**src/rtl/if_id_stage_if.sv**
```systemverilog
// rtl/if_id_stage_if.sv - fetch/decode boundary bundle for the IF/ID stage
//
// Groups everything the fetch stage exchanges with instruction memory,
// hazard logic and decode.
//   imem_addr     fetch address (driven by the stage, equals the pc register)
//   imem_instr    instruction for imem_addr, returned in the same cycle
//   stall         hold PC and IF/ID this cycle
//   redirect      branch taken in decode this cycle
//   redirect_addr branch target
//   id_valid      IF/ID holds a real instruction
//   id_instr      latched instruction
//   id_pc         address of id_instr
//   id_pc_plus4   id_pc + 4, link value for BL
//   fetch_count   instructions latched valid since reset
//   stall_count   stalled cycles since reset
// Modports: slave = the fetch stage, master = its environment.
interface if_id_stage_if #(
    parameter int ADDR_W  = 64,
    parameter int INSTR_W = 32
);
    logic [ADDR_W-1:0]  imem_addr;
    logic [INSTR_W-1:0] imem_instr;
    logic               stall;
    logic               redirect;
    logic [ADDR_W-1:0]  redirect_addr;
    logic               id_valid;
    logic [INSTR_W-1:0] id_instr;
    logic [ADDR_W-1:0]  id_pc;
    logic [ADDR_W-1:0]  id_pc_plus4;
    logic [31:0]        fetch_count;
    logic [31:0]        stall_count;

    modport slave (
        input  imem_instr, stall, redirect, redirect_addr,
        output imem_addr, id_valid, id_instr, id_pc, id_pc_plus4,
               fetch_count, stall_count
    );

    modport master (
        output imem_instr, stall, redirect, redirect_addr,
        input  imem_addr, id_valid, id_instr, id_pc, id_pc_plus4,
               fetch_count, stall_count
    );
endinterface

```
**src/rtl/if_id_stage.sv**
```systemverilog
// rtl/if_id_stage.sv - LEGv8 instruction fetch stage and IF/ID pipeline register
//
// Ports:
//   clk    system clock, all state updates on posedge
//   reset  synchronous active-high reset, highest priority
//   bus    if_id_stage_if.slave: imem address/instruction, stall/redirect
//          from hazard logic and decode, IF/ID outputs and event counters
//
// Branches use a single delay slot: the instruction fetched in the cycle a
// redirect is seen is still latched into IF/ID; only the next PC changes.
module if_id_stage #(
    parameter int                ADDR_W   = 64,
    parameter int                INSTR_W  = 32,
    parameter logic [ADDR_W-1:0] RESET_PC = '0
) (
    input logic          clk,
    input logic          reset,
    if_id_stage_if.slave bus
);
    localparam logic [ADDR_W-1:0] PC_STEP = ADDR_W'(4);

    logic [ADDR_W-1:0]  pcReg;
    logic [ADDR_W-1:0]  pcPlus4;
    logic               idValid;
    logic [INSTR_W-1:0] idInstr;
    logic [ADDR_W-1:0]  idPc;
    logic [ADDR_W-1:0]  idPcPlus4;
    logic [31:0]        fetchCount;
    logic [31:0]        stallCount;

    // Wraps modulo 2^ADDR_W by construction; no overflow flag is wanted.
    assign pcPlus4 = pcReg + PC_STEP;

    always_ff @(posedge clk) begin
        if (reset) begin
            pcReg      <= RESET_PC;
            idValid    <= 1'b0;
            idInstr    <= '0;
            idPc       <= '0;
            idPcPlus4  <= '0;
            fetchCount <= '0;
            stallCount <= '0;
        end else if (bus.stall) begin
            // Stall wins over redirect: decode holds the branch and will
            // present it again once the stall clears.
            stallCount <= stallCount + 32'd1;
        end else begin
            idValid    <= 1'b1;
            idInstr    <= bus.imem_instr;
            idPc       <= pcReg;
            idPcPlus4  <= pcPlus4;
            fetchCount <= fetchCount + 32'd1;
            pcReg      <= bus.redirect ? bus.redirect_addr : pcPlus4;
        end
    end

    // Fetch address comes straight from the register so stall/redirect
    // never reach instruction memory combinationally.
    assign bus.imem_addr   = pcReg;
    assign bus.id_valid    = idValid;
    assign bus.id_instr    = idInstr;
    assign bus.id_pc       = idPc;
    assign bus.id_pc_plus4 = idPcPlus4;
    assign bus.fetch_count = fetchCount;
    assign bus.stall_count = stallCount;
endmodule

```
**src/flat_wrapper.sv**
```systemverilog
// flat-port wrapper written by rule: the top's interface ports become plain ports
module if_id_stage_flat 
#(
    parameter int                ADDR_W   = 64,
    parameter int                INSTR_W  = 32,
    parameter logic [ADDR_W-1:0] RESET_PC = '0
)
  (clk, reset, bus_imem_instr, bus_stall, bus_redirect, bus_redirect_addr, bus_imem_addr, bus_id_valid, bus_id_instr, bus_id_pc, bus_id_pc_plus4, bus_fetch_count, bus_stall_count);
  if_id_stage_if #(.ADDR_W(ADDR_W), .INSTR_W(INSTR_W)) bus_i ();
  input logic clk;
  input logic reset;
  input wire logic [$bits(bus_i.imem_instr)-1:0] bus_imem_instr;
  input wire logic [$bits(bus_i.stall)-1:0] bus_stall;
  input wire logic [$bits(bus_i.redirect)-1:0] bus_redirect;
  input wire logic [$bits(bus_i.redirect_addr)-1:0] bus_redirect_addr;
  output wire logic [$bits(bus_i.imem_addr)-1:0] bus_imem_addr;
  output wire logic [$bits(bus_i.id_valid)-1:0] bus_id_valid;
  output wire logic [$bits(bus_i.id_instr)-1:0] bus_id_instr;
  output wire logic [$bits(bus_i.id_pc)-1:0] bus_id_pc;
  output wire logic [$bits(bus_i.id_pc_plus4)-1:0] bus_id_pc_plus4;
  output wire logic [$bits(bus_i.fetch_count)-1:0] bus_fetch_count;
  output wire logic [$bits(bus_i.stall_count)-1:0] bus_stall_count;
  assign bus_i.imem_instr = bus_imem_instr;
  assign bus_i.stall = bus_stall;
  assign bus_i.redirect = bus_redirect;
  assign bus_i.redirect_addr = bus_redirect_addr;
  assign bus_imem_addr = bus_i.imem_addr;
  assign bus_id_valid = bus_i.id_valid;
  assign bus_id_instr = bus_i.id_instr;
  assign bus_id_pc = bus_i.id_pc;
  assign bus_id_pc_plus4 = bus_i.id_pc_plus4;
  assign bus_fetch_count = bus_i.fetch_count;
  assign bus_stall_count = bus_i.stall_count;
  if_id_stage #(.ADDR_W(ADDR_W), .INSTR_W(INSTR_W), .RESET_PC(RESET_PC)) u_core (.clk(clk), .reset(reset), .bus(bus_i));
endmodule
```
**config.mk**
```make
export PLATFORM = sky130hd
export DESIGN_NAME = if_id_stage_flat
export DESIGN_NICKNAME = d
export VERILOG_FILES = /design/src/rtl/if_id_stage_if.sv /design/src/rtl/if_id_stage.sv /design/src/flat_wrapper.sv
export SDC_FILE = /design/constraint.sdc
export NUM_CORES = 1
export LEC_CHECK = 0
export ABC_AREA = 0
export CORE_UTILIZATION = 35
export CTS_BUF_LIST = sky130_fd_sc_hd__clkbuf_8
export CTS_CLUSTER_SIZE = 20
export DETAILED_ROUTE_END_ITERATION = 8
export GPL_TIMING_DRIVEN = 0
export PLACE_DENSITY_LB_ADDON = 0.1
export SLEW_MARGIN = 30
export SYNTH_ARGS = -nofsm -noshare
export SYNTH_HDL_FRONTEND = slang
export SYNTH_SLANG_ARGS = --single-unit
```
**constraint.sdc**
```tcl
create_clock -name clk -period 7.85 [get_ports clk]
set_input_delay 1.1775 -clock clk [delete_from_list [all_inputs] [get_ports clk]]
set_output_delay 1.1775 -clock clk [all_outputs]
set_load 0.1 [all_outputs]
```
==> metrics, run 1 <==
fin area 18400 um^2; commonest cells in the netlist 287 x dfxtp_1, 277 x nor2_1, 129 x nand2_1; layer with the highest usage met2; CP most frequent cell clkbuf_1; fin crit share 47.5%; CP Capture Type register; CTS buffer count 50; Least-Margin Pin Slew 1.04 ns; H-tree levels 2; max incr delay on CP 0.77 ns; Post-Syn Instances 1556; Period minus WS final 3.73 ns; overall routed net length 55.3 mm; YS warnings 0; pwr/cell area 203 nW/um^2; syn_nets 1659; Cell variety after synth 58; die area 38200 um^2; clk sinks 287; Clock Pin Slew Worst Setup and Hold Paths 0.06 ns; largest net degree at the start of global routing 13; vias per cell 5.31; run status finished clean; Worst slew margin 30.7%; Die Ht 195 um; Buf/Inv on CP 4; sequential area share after synthesis 43.9%; Yosys top cell by area dfxtp_1; drt first pass iters 5; post-synth top area share 43.9%; largest cells by area after synthesis dfxtp_1 44%, mux2i_1 8.9%, nor2_1 7.9%; initial antenna violation count 4; CTS tree yes; met1 Usage GRT 34.2%; DRC violations left 0; M2 GR Usage 47.7%; CP required 8.29 ns; M3 GR Usage 8.43%; Highest Clock Rate 0.268 GHz; Core Rows 70; WL per Instance 22.1 um; P&R area growth vs syn 40.3%; Final Slew Violations 0; setup bufs post-CTS 0; first-pass GRT wire length 81.1 mm; R2R depth 7; unrepaired setup endpoints after global routing no; CTS resizes 0; Tightest Hold Check Type register to register; Hold Path Stages 2; r2r setup slk 4.37 ns; root buffer cell clkbuf_8; EDFF count, synth 0; WP depth 6; initial core utilization 35.7%; CTS Buffer Depth 3; share of layout cells above drive strength 1 7.54%; final net count 2097; CP max FO 10; hold slack 0.461 ns; Port Buffers 386; worst ir drop on vdd 0.144 mV; CP top delay family buffers and inverters; Filler cells 3644; Seq cells post-synth 287; GP Congestion 0.941; Post-synth top flop dfxtp_1; final core utilization 50.1%; DP Area 17400 um^2; Avg Inst Size Synth 8.42 um^2; global route overflow 0; Fin. Hold Viols 0; CP cell instances clkdlybuf4s50_1, clkbuf_1, clkbuf_1, buf_1, mux2i_1, nor2_1; number of global-route vias before repair 12800; crit path launch type input port; Routed Antenna Nets 0; DP HPWL 41.2 mm; clock network latency to the later pin of the worst-skew pair 0.60 ns; number of max-cap violations 0; via count 13300; IO Count 389; setup TNS 0 ns; final setup violation count 0; Leak 7.00 nW; Core Region 36700 um^2; count leader, synth dfxtp_1; Worst Setup Path Type input port to register; synthesized area 13100 um^2; Crit-path slowest cell clkbuf_1; hold buffers post-CTS 0; Die W 195 um; critical path data arrival time 4.17 ns; All-Layer GR Usage 28.2%; DRT iter0 DRCs 878; Post-synth ARST share 0%; Clock Skew 0.0199 ns
## cells by family after synthesis
family / after synthesis / synth area share, %
AND/OR/NAND/NOR: 640 / 22.9
flip-flops: 287 / 43.9
AO/OA/AOI/OAI: 241 / 11.5
buffers and inverters: 152 / 4.74
XOR/XNOR: 117 / 7.83
multiplexers: 116 / 8.87
adder cells (fa/ha/maj): 3 / 0.287
## report_power, final
part	total (mW)	internal (mW)	switching (mW)
Sequential	1.55	1.51	0.0417
Combinational	0.785	0.201	0.584
Clock	1.39	0.749	0.640
## layout make-up
class / count / area [um^2] / share of cell area, %
Clock buffer: 63 / 867 / 4.72
Sequential cell: 287 / 5750 / 31.3
Buffer: 133 / 552 / 3.00
Antenna cell: 3 / 7.51 / 0.0408
Inverter: 19 / 71.3 / 0.388
Tap cell: 468 / 586 / 3.19
Timing Repair Buffer: 386 / 3670 / 20.0
Multi-Input combinational cell: 1117 / 6750 / 36.7
Clock inverter: 25 / 130 / 0.708
## path summary, 6_finish.rpt
path / endpoint / startpoint
worst max-delay path: u_core.bus.id_instr[9] / bus_stall
worst min-delay path: u_core.bus.id_pc_plus4[60] / u_core.bus.id_pc_plus4[60]
worst max register to register: u_core.bus.id_pc_plus4[62] / u_core.bus.imem_addr[38]
worst min register to register: u_core.bus.id_pc_plus4[60] / u_core.bus.id_pc_plus4[60]
## worst reg2reg max path, delay by kind of cell, from the launching register on
| family | cells | cell delay [ns] |
|---|---|---|
| buffers and inverters | 1 | 0.47 |
| AOI/OAI and AO/OA | 1 | 0.27 |
| and+or+nand+nor | 4 | 2.19 |
| xor gates and xnor gates | 1 | 0.12 |
| DFF | 1 | 0.32 |
## sequential cells by signal, summed over array words and instances, names as in the netlist
signal	flops
u_core.bus.id_pc	62
u_core.bus.fetch_count	32
u_core.bus.imem_addr	64
u_core.bus.id_valid	1
u_core.bus.stall_count	32
u_core.bus.id_instr	32
u_core.bus.id_pc_plus4	64
## per-stage QoR
step,instances,setup slack [ns],power (mW)
6_report,2501,4.12,3.72
5_1_grt,2498,4.01,3.85
4_1_cts,2498,4.15,3.75
3_5_place_dp,2410,3.56,2.36
3_3_place_gp,2410,3.51,2.37
2_1_floorplan,1556,4.51,2.11
## routing by layer
layer	vias up	share of wire, %
met3	93	9.1
met4	6	2.7
met5	-	0.069
li1	6271	-
met1	6345	41
met2	569	47
## cells in the final DEF (no fill, tap or decap), drive strengths merged, types with 33 or more instances in the layout
cell and instances:
a21oi 94, nand3 47, buf 74, nor3 33, mux2i 116, nor2 278
nand2 129, dfxtp 287, clkbuf 160, nand4 44, xnor2 54, xor2 63
clkdlybuf4s50 348, inv 37, o21ai 44
No activity file was read; power rests on OpenSTA's default activity.
==> run 2: changes to the inputs <==
Clock period 7.85 ns to 3.1 ns, I/O delays scaled along.
==> run 2 against run 1 <==
Flip-flop and latch count stayed put. Utilization increased by 0.66 points. Largest power group unchanged. Critical path depth down 5. Critical path type is now register to output port.
==> metrics, run 2 (same netlist as run 1, synthesis figures left out) <==
initial core utilization 35.7% (unchanged); Core Rows 70 (unchanged); Least-Margin Pin Slew 1.04 ns (+0.000692 ns); pwr/cell area 521 nW/um^2 (+160%); overall routed net length 55.4 mm (+0.33%); Core Region 36700 um^2 (unchanged); Period minus WS final 3.06 ns; Die Ht 195 um (unchanged); DP Area 17500 um^2 (+0.34%); Highest Clock Rate 0.326 GHz; fin crit share 98.8%; Tightest Hold Check Type input port to register; Clock Skew 0.0305 ns (+0.0107 ns); CP cell instances clkdlybuf4s50_1; root buffer cell clkbuf_8; GP Congestion 0.940 (about the same); P&R area growth vs syn 42.2%; clock network latency to the later pin of the worst-skew pair 0.64 ns (+0.04 ns); unrepaired setup endpoints after global routing yes; CP required 2.63 ns (-5.66 ns); Buf/Inv on CP 1 (-3); critical path data arrival time 2.60 ns (-1.57 ns); All-Layer GR Usage 28.4% (+0.16 points); CTS tree yes; drt first pass iters 7 (+2); Leak 7.12 nW (+1.7%); DP HPWL 41.2 mm (about the same); most frequent cells in the layout 347 x clkdlybuf4s50_1, 277 x nor2_1, 252 x dfxtp_1; crit path launch type register; IO Count 389 (unchanged); die area 38200 um^2 (unchanged); fin area 18600 um^2 (+1.3%); DRC violations left 0 (unchanged); share of layout cells above drive strength 1 10.3% (+2.8 points); setup TNS 0 ns (unchanged); worst ir drop on vdd 0.322 mV (+120%); initial antenna violation count 5 (+1); Final Slew Violations 0 (unchanged); Overall Power 9.71 mW (+160%); Worst slew margin 30.7% (-0.046 points); number of max-cap violations 0 (unchanged); number of global-route vias before repair 12900 (+0.92%); CTS Buffer Depth 3 (unchanged); WL per Instance 22.1 um (about the same); Worst Setup Path Type register to output port; CP top delay family buffers and inverters; CTS buffer count 52 (+4.0%); max incr delay on CP 1.25 ns (+0.48 ns); H-tree levels 2 (unchanged); largest net degree at the start of global routing 14 (+1); Fin. Hold Viols 0 (unchanged); Port Buffers 386 (unchanged); DRT iter0 DRCs 898 (+2.3%); Routed Antenna Nets 0 (unchanged); Cells after DPL 2410 (unchanged); Die W 195 um (unchanged); most common cell after layout, fill and taps aside clkdlybuf4s50_1; Non-Filler Instances 2509 (+0.32%); via count 13300 (+0.20%); global route overflow 0 (unchanged); Crit-path slowest cell clkdlybuf4s50_1; first-pass GRT wire length 81.1 mm (about the same); CP max FO 10 (unchanged); final setup violation count 0 (unchanged); Filler cells 3624 (-0.55%); clk sinks 287 (unchanged); final net count 2105 (+0.38%); vias per cell 5.31 (-0.12%); CP Capture Type output port; run status finished clean; Clock Pin Slew Worst Setup and Hold Paths 0.07 ns (about the same)
[run 2: cell count changes in the layout (fill, tap and decap cells not counted), sizes merged]
cell / before / now
buf: 74 / 83
clkbuf: 160 / 166
inv: 37 / 32
clkdlybuf4s50: 348 / 347
clkinv: 5 / 4
[run 2: path summary, 6_finish.rpt]
path | slack [ns] | start | to | cells past startpoint
max reg2reg | 0.13 | u_core.bus.imem_addr[14] | u_core.bus.imem_addr[33] | 7
max | 0.04 | u_core.bus.imem_addr[38] | bus_imem_addr[38] | 1
min | 0.44 | bus_imem_instr[15] | u_core.bus.id_instr[15] | 3
min reg2reg | 0.45 | u_core.bus.id_valid | u_core.bus.id_valid | 1
[run 2: through the flow]
stage / setup WS, ns / util, % / hold WS [ns]
global placement: -0.636 / 47.9 / 0.439
finish: 0.0365 / 50.7 / 0.439
floorplan: -0.0631 / - / 0.484
CTS: 0.00921 / 50.7 / 0.396
detailed placement: -0.332 / 47.6 / 0.444
global route: -0.0114 / 50.7 / 0.435
[run 2: cell type report]
class                   count  area (um^2)  area share [%]
multi-input cells        1117         6810            36.6
flip-flops and latches    287         5790            31.1
repair buffers            393         3720            20.0
clock buffers              71          977            5.25
well taps                 468          586            3.14
plain buffers             132          548            2.94
clock inverters            19          111           0.598
inverters                  19         71.3           0.383
diodes                      3         7.51          0.0403
[run 2: worst reg2reg max path, cell delays in order (launching register included)]
cell	delay (ns)
dfxtp_2	0.32
buf_2	0.21
nand3_1	0.28
or4_1	0.62
clkbuf_1	0.29
nor4_1	0.66
o21ai_0	0.15
a32o_1	0.30
[run 2: metal layers]
metal  track usage (%)  routed length [um]
met5             0.383                  13
met3              9.07                5530
met2              46.2               25800
met4              11.5                1760
met1              34.6               22400
[run 2: power breakdown]
part | switching (mW) | leakage (nW) | internal, mW
combinational | 1.48 | 4.16 | 0.510
sequential | 0.110 | 2.35 | 3.82
clock | 1.68 | 0.609 | 2.10
[run 2: repair_timing]
item                                   in CTS  in global routing
gates cloned                                0                  0
setup endpoints to repair                  23                 20
gates resized for setup                     7                  4
endpoints found under the hold margin       0                  0
pin swaps                                   3                  3
setup buffers                               3                  4
hold buffers                                0                  0
==> run 3: changes to the inputs <==
Settings changed: CORE_ASPECT_RATIO from default to 1.75.
==> run 3 against run 2 <==
The flow now finishes with violations (setup timing). Final area rose by 0.41%. Flip-flop and latch count is the same. Total power shrank 2.8%. Die area hardly changed. Non-clock buffer count grew 6. Sequential share of layout area fell by 0.13 points. Wire length increased by 3.4%. Clock-buffer cell count fell by 10. Critical path depth rose by 6. Sequential power barely moved. Largest cell class unchanged. Hold slack better by 0.024 ns. Utilization shrank 0.053 points. Highest routed layer unchanged. Largest power group unchanged.
==> metrics, run 3 (same netlist as run 1, synthesis figures left out) <==
All-Layer GR Usage 29.4% (+0.99 points); first-pass GRT wire length 82.7 mm (+1.9%); Overall Power 9.44 mW (-2.8%); P&R area growth vs syn 42.8%; drt first pass iters 5 (-2); CTS Buffer Depth 3 (unchanged); CP Capture Type register; r2r setup slk -0.03 ns (-0.16 ns); global route overflow 0 (unchanged); Core Rows 93 (+33%); IO Count 389 (unchanged); Switching Share 33.7% (+0.046 points); DP Area 17500 um^2 (+0.37%); DRT iter0 DRCs 691 (-23%); root buffer cell clkbuf_8; final setup violation count 2 (+2); DRC violations left 0 (unchanged); Die W 148 um (-24%); via count 13400 (+0.74%); share of layout cells above drive strength 1 9.64% (-0.66 points); Leak 7.07 nW (-0.71%); clock network latency to the later pin of the worst-skew pair 0.61 ns (-0.03 ns); die area 38200 um^2 (about the same); hold slack 0.463 ns (+0.0238 ns); most frequent cells in the layout 364 x clkdlybuf4s50_1, 277 x nor2_1, 252 x dfxtp_1; Least-Margin Pin Slew 1.04 ns (+0.00610 ns); worst ir drop on vdd 0.354 mV (+10%); critical path data arrival time 3.61 ns (+1.01 ns); met1 Usage GRT 28.2% (-6.4 points); Worst slew margin 30.5% (-0.19 points); CTS buffer count 45 (-13%); Core Region 36900 um^2 (+0.51%); run status finished, violations left; Combinational Power Share 21.1% (+0.6 points); WL per Instance 22.8 um (+3.4%); failing checks setup timing; Die Ht 258 um (+32%); fin area 18700 um^2 (+0.41%); CTS tree yes; Tightest Hold Check Type register to register; most common cell after layout, fill and taps aside clkdlybuf4s50_1; Flop pwr share 41.7% (+1.2 points); DP HPWL 43.6 mm (+5.9%); layer with the highest usage met2; Clock power frac 37.2% (-1.8 points); setup TNS -0.0415 ns (-0.0415 ns); number of max-cap violations 0 (unchanged); initial core utilization 35.5% (-0.18 points); vias per cell 5.34 (+0.66%); setup ws final -0.0342 ns (-0.0707 ns); pwr/cell area 505 nW/um^2 (-3.2%); overall routed net length 57.4 mm (+3.4%); Internal 6.25 mW (-2.8%); GP Congestion 0.981 (+4.3%); unrepaired setup endpoints after global routing yes; Routed Antenna Nets 0 (unchanged); Clock Skew 0.0419 ns (+0.0114 ns); CP required 3.58 ns (+0.95 ns); Highest Clock Rate 0.319 GHz (-2.3%); number of global-route vias before repair 13200 (+2.0%); Port Buffers 386 (unchanged); M3 GR Usage 6.24% (-2.8 points); fin crit share 101% (+2.3 points); largest net degree at the start of global routing 12 (-2); Fin. Hold Viols 0 (unchanged); final net count 2104 (-0.048%); Setup WS pre-CTS -0.583 ns (-0.252 ns); Clock Pin Slew Worst Setup and Hold Paths 0.07 ns (about the same); H-tree levels 2 (unchanged); crit path launch type register; CP max FO 9 (-1); Final Slew Violations 0 (unchanged); clk sinks 287 (unchanged); M2 GR Usage 54.9% (+8.7 points); initial antenna violation count 4 (-1); Worst Setup Path Type register to register; Period minus WS final 3.13 ns (+0.0707 ns); NetSw 3.18 mW (-2.6%)
run 3: cell types whose count changed in the layout (fill, tap and decap cells not counted), moves of 2 or more:
cell             previous run  this run
clkbuf_8                   71        61
buf_2                      60        42
inv_1                      31        29
nor4_1                     18        14
clkbuf_2                    3         5
nor4_2                      5         8
buf_4                      11        15
clkdlybuf4s50_1           347       364
run 3: path summary, 6_finish.rpt:
path	end	cells after the start	from
max	u_core.bus.imem_addr[62]	7	u_core.bus.imem_addr[2]
min	u_core.bus.id_pc_plus4[4]	2	u_core.bus.id_pc_plus4[4]
max reg2reg	u_core.bus.imem_addr[62]	7	u_core.bus.imem_addr[2]
min reg2reg	u_core.bus.id_pc_plus4[4]	2	u_core.bus.id_pc_plus4[4]
run 3: through the flow:
step | util (%) | std cells
3_5_place_dp | 47.5 | 2417
4_1_cts | 50.3 | 2500
5_1_grt | 50.7 | 2511
2_1_floorplan | - | 1556
3_3_place_gp | 47.7 | 2417
6_report | 50.7 | 2511
run 3: cell type report:
| type | instances | area, um^2 |
|---|---|---|
| Multi-Input combinational cell | 1117 | 6860 |
| Clock inverter | 18 | 133 |
| Timing Repair Buffer | 398 | 3850 |
| Sequential cell | 287 | 5790 |
| Inverter | 19 | 71.3 |
| Tap cell | 475 | 594 |
| Fill cell | 3607 | 18200 |
| Antenna cell | 3 | 7.51 |
| Buffer | 133 | 559 |
| Clock buffer | 61 | 840 |
run 3: power groups by stage:
stage | combinational (mW) | clock (mW) | sequential [mW]
finish | 1.99 | 3.51 | 3.93
global route | 2.07 | 3.73 | 3.95
CTS | 1.99 | 3.59 | 3.93
detailed placement | 1.99 | 0 | 4.01
global placement | 1.99 | 0 | 4.01
floorplan | 0.484 | 0 | 4.87
run 3: metal layers:
| metal | vias up | share of wire (%) |
|---|---|---|
| met1 | 6328 | 34 |
| li1 | 6279 | - |
| met5 | - | 0.019 |
| met2 | 625 | 52 |
| met3 | 175 | 6.4 |
| met4 | 2 | 7.4 |
run 3: worst max-delay path, cell delays in order, from the launching register on:
cell	delay, ns
dfxtp_2	0.48
ha_1	0.35
nand4_1	0.47
nor4_2	0.67
nand3_2	0.35
nor3_1	0.39
o21ai_0	0.15
a22o_1	0.18
run 3: timing repair:
action	in CTS	in global routing
buffers inserted	4	7
hold buffers	0	0
gates resized for setup	5	17
endpoints found under the setup margin	30	43
pin swaps	2	2
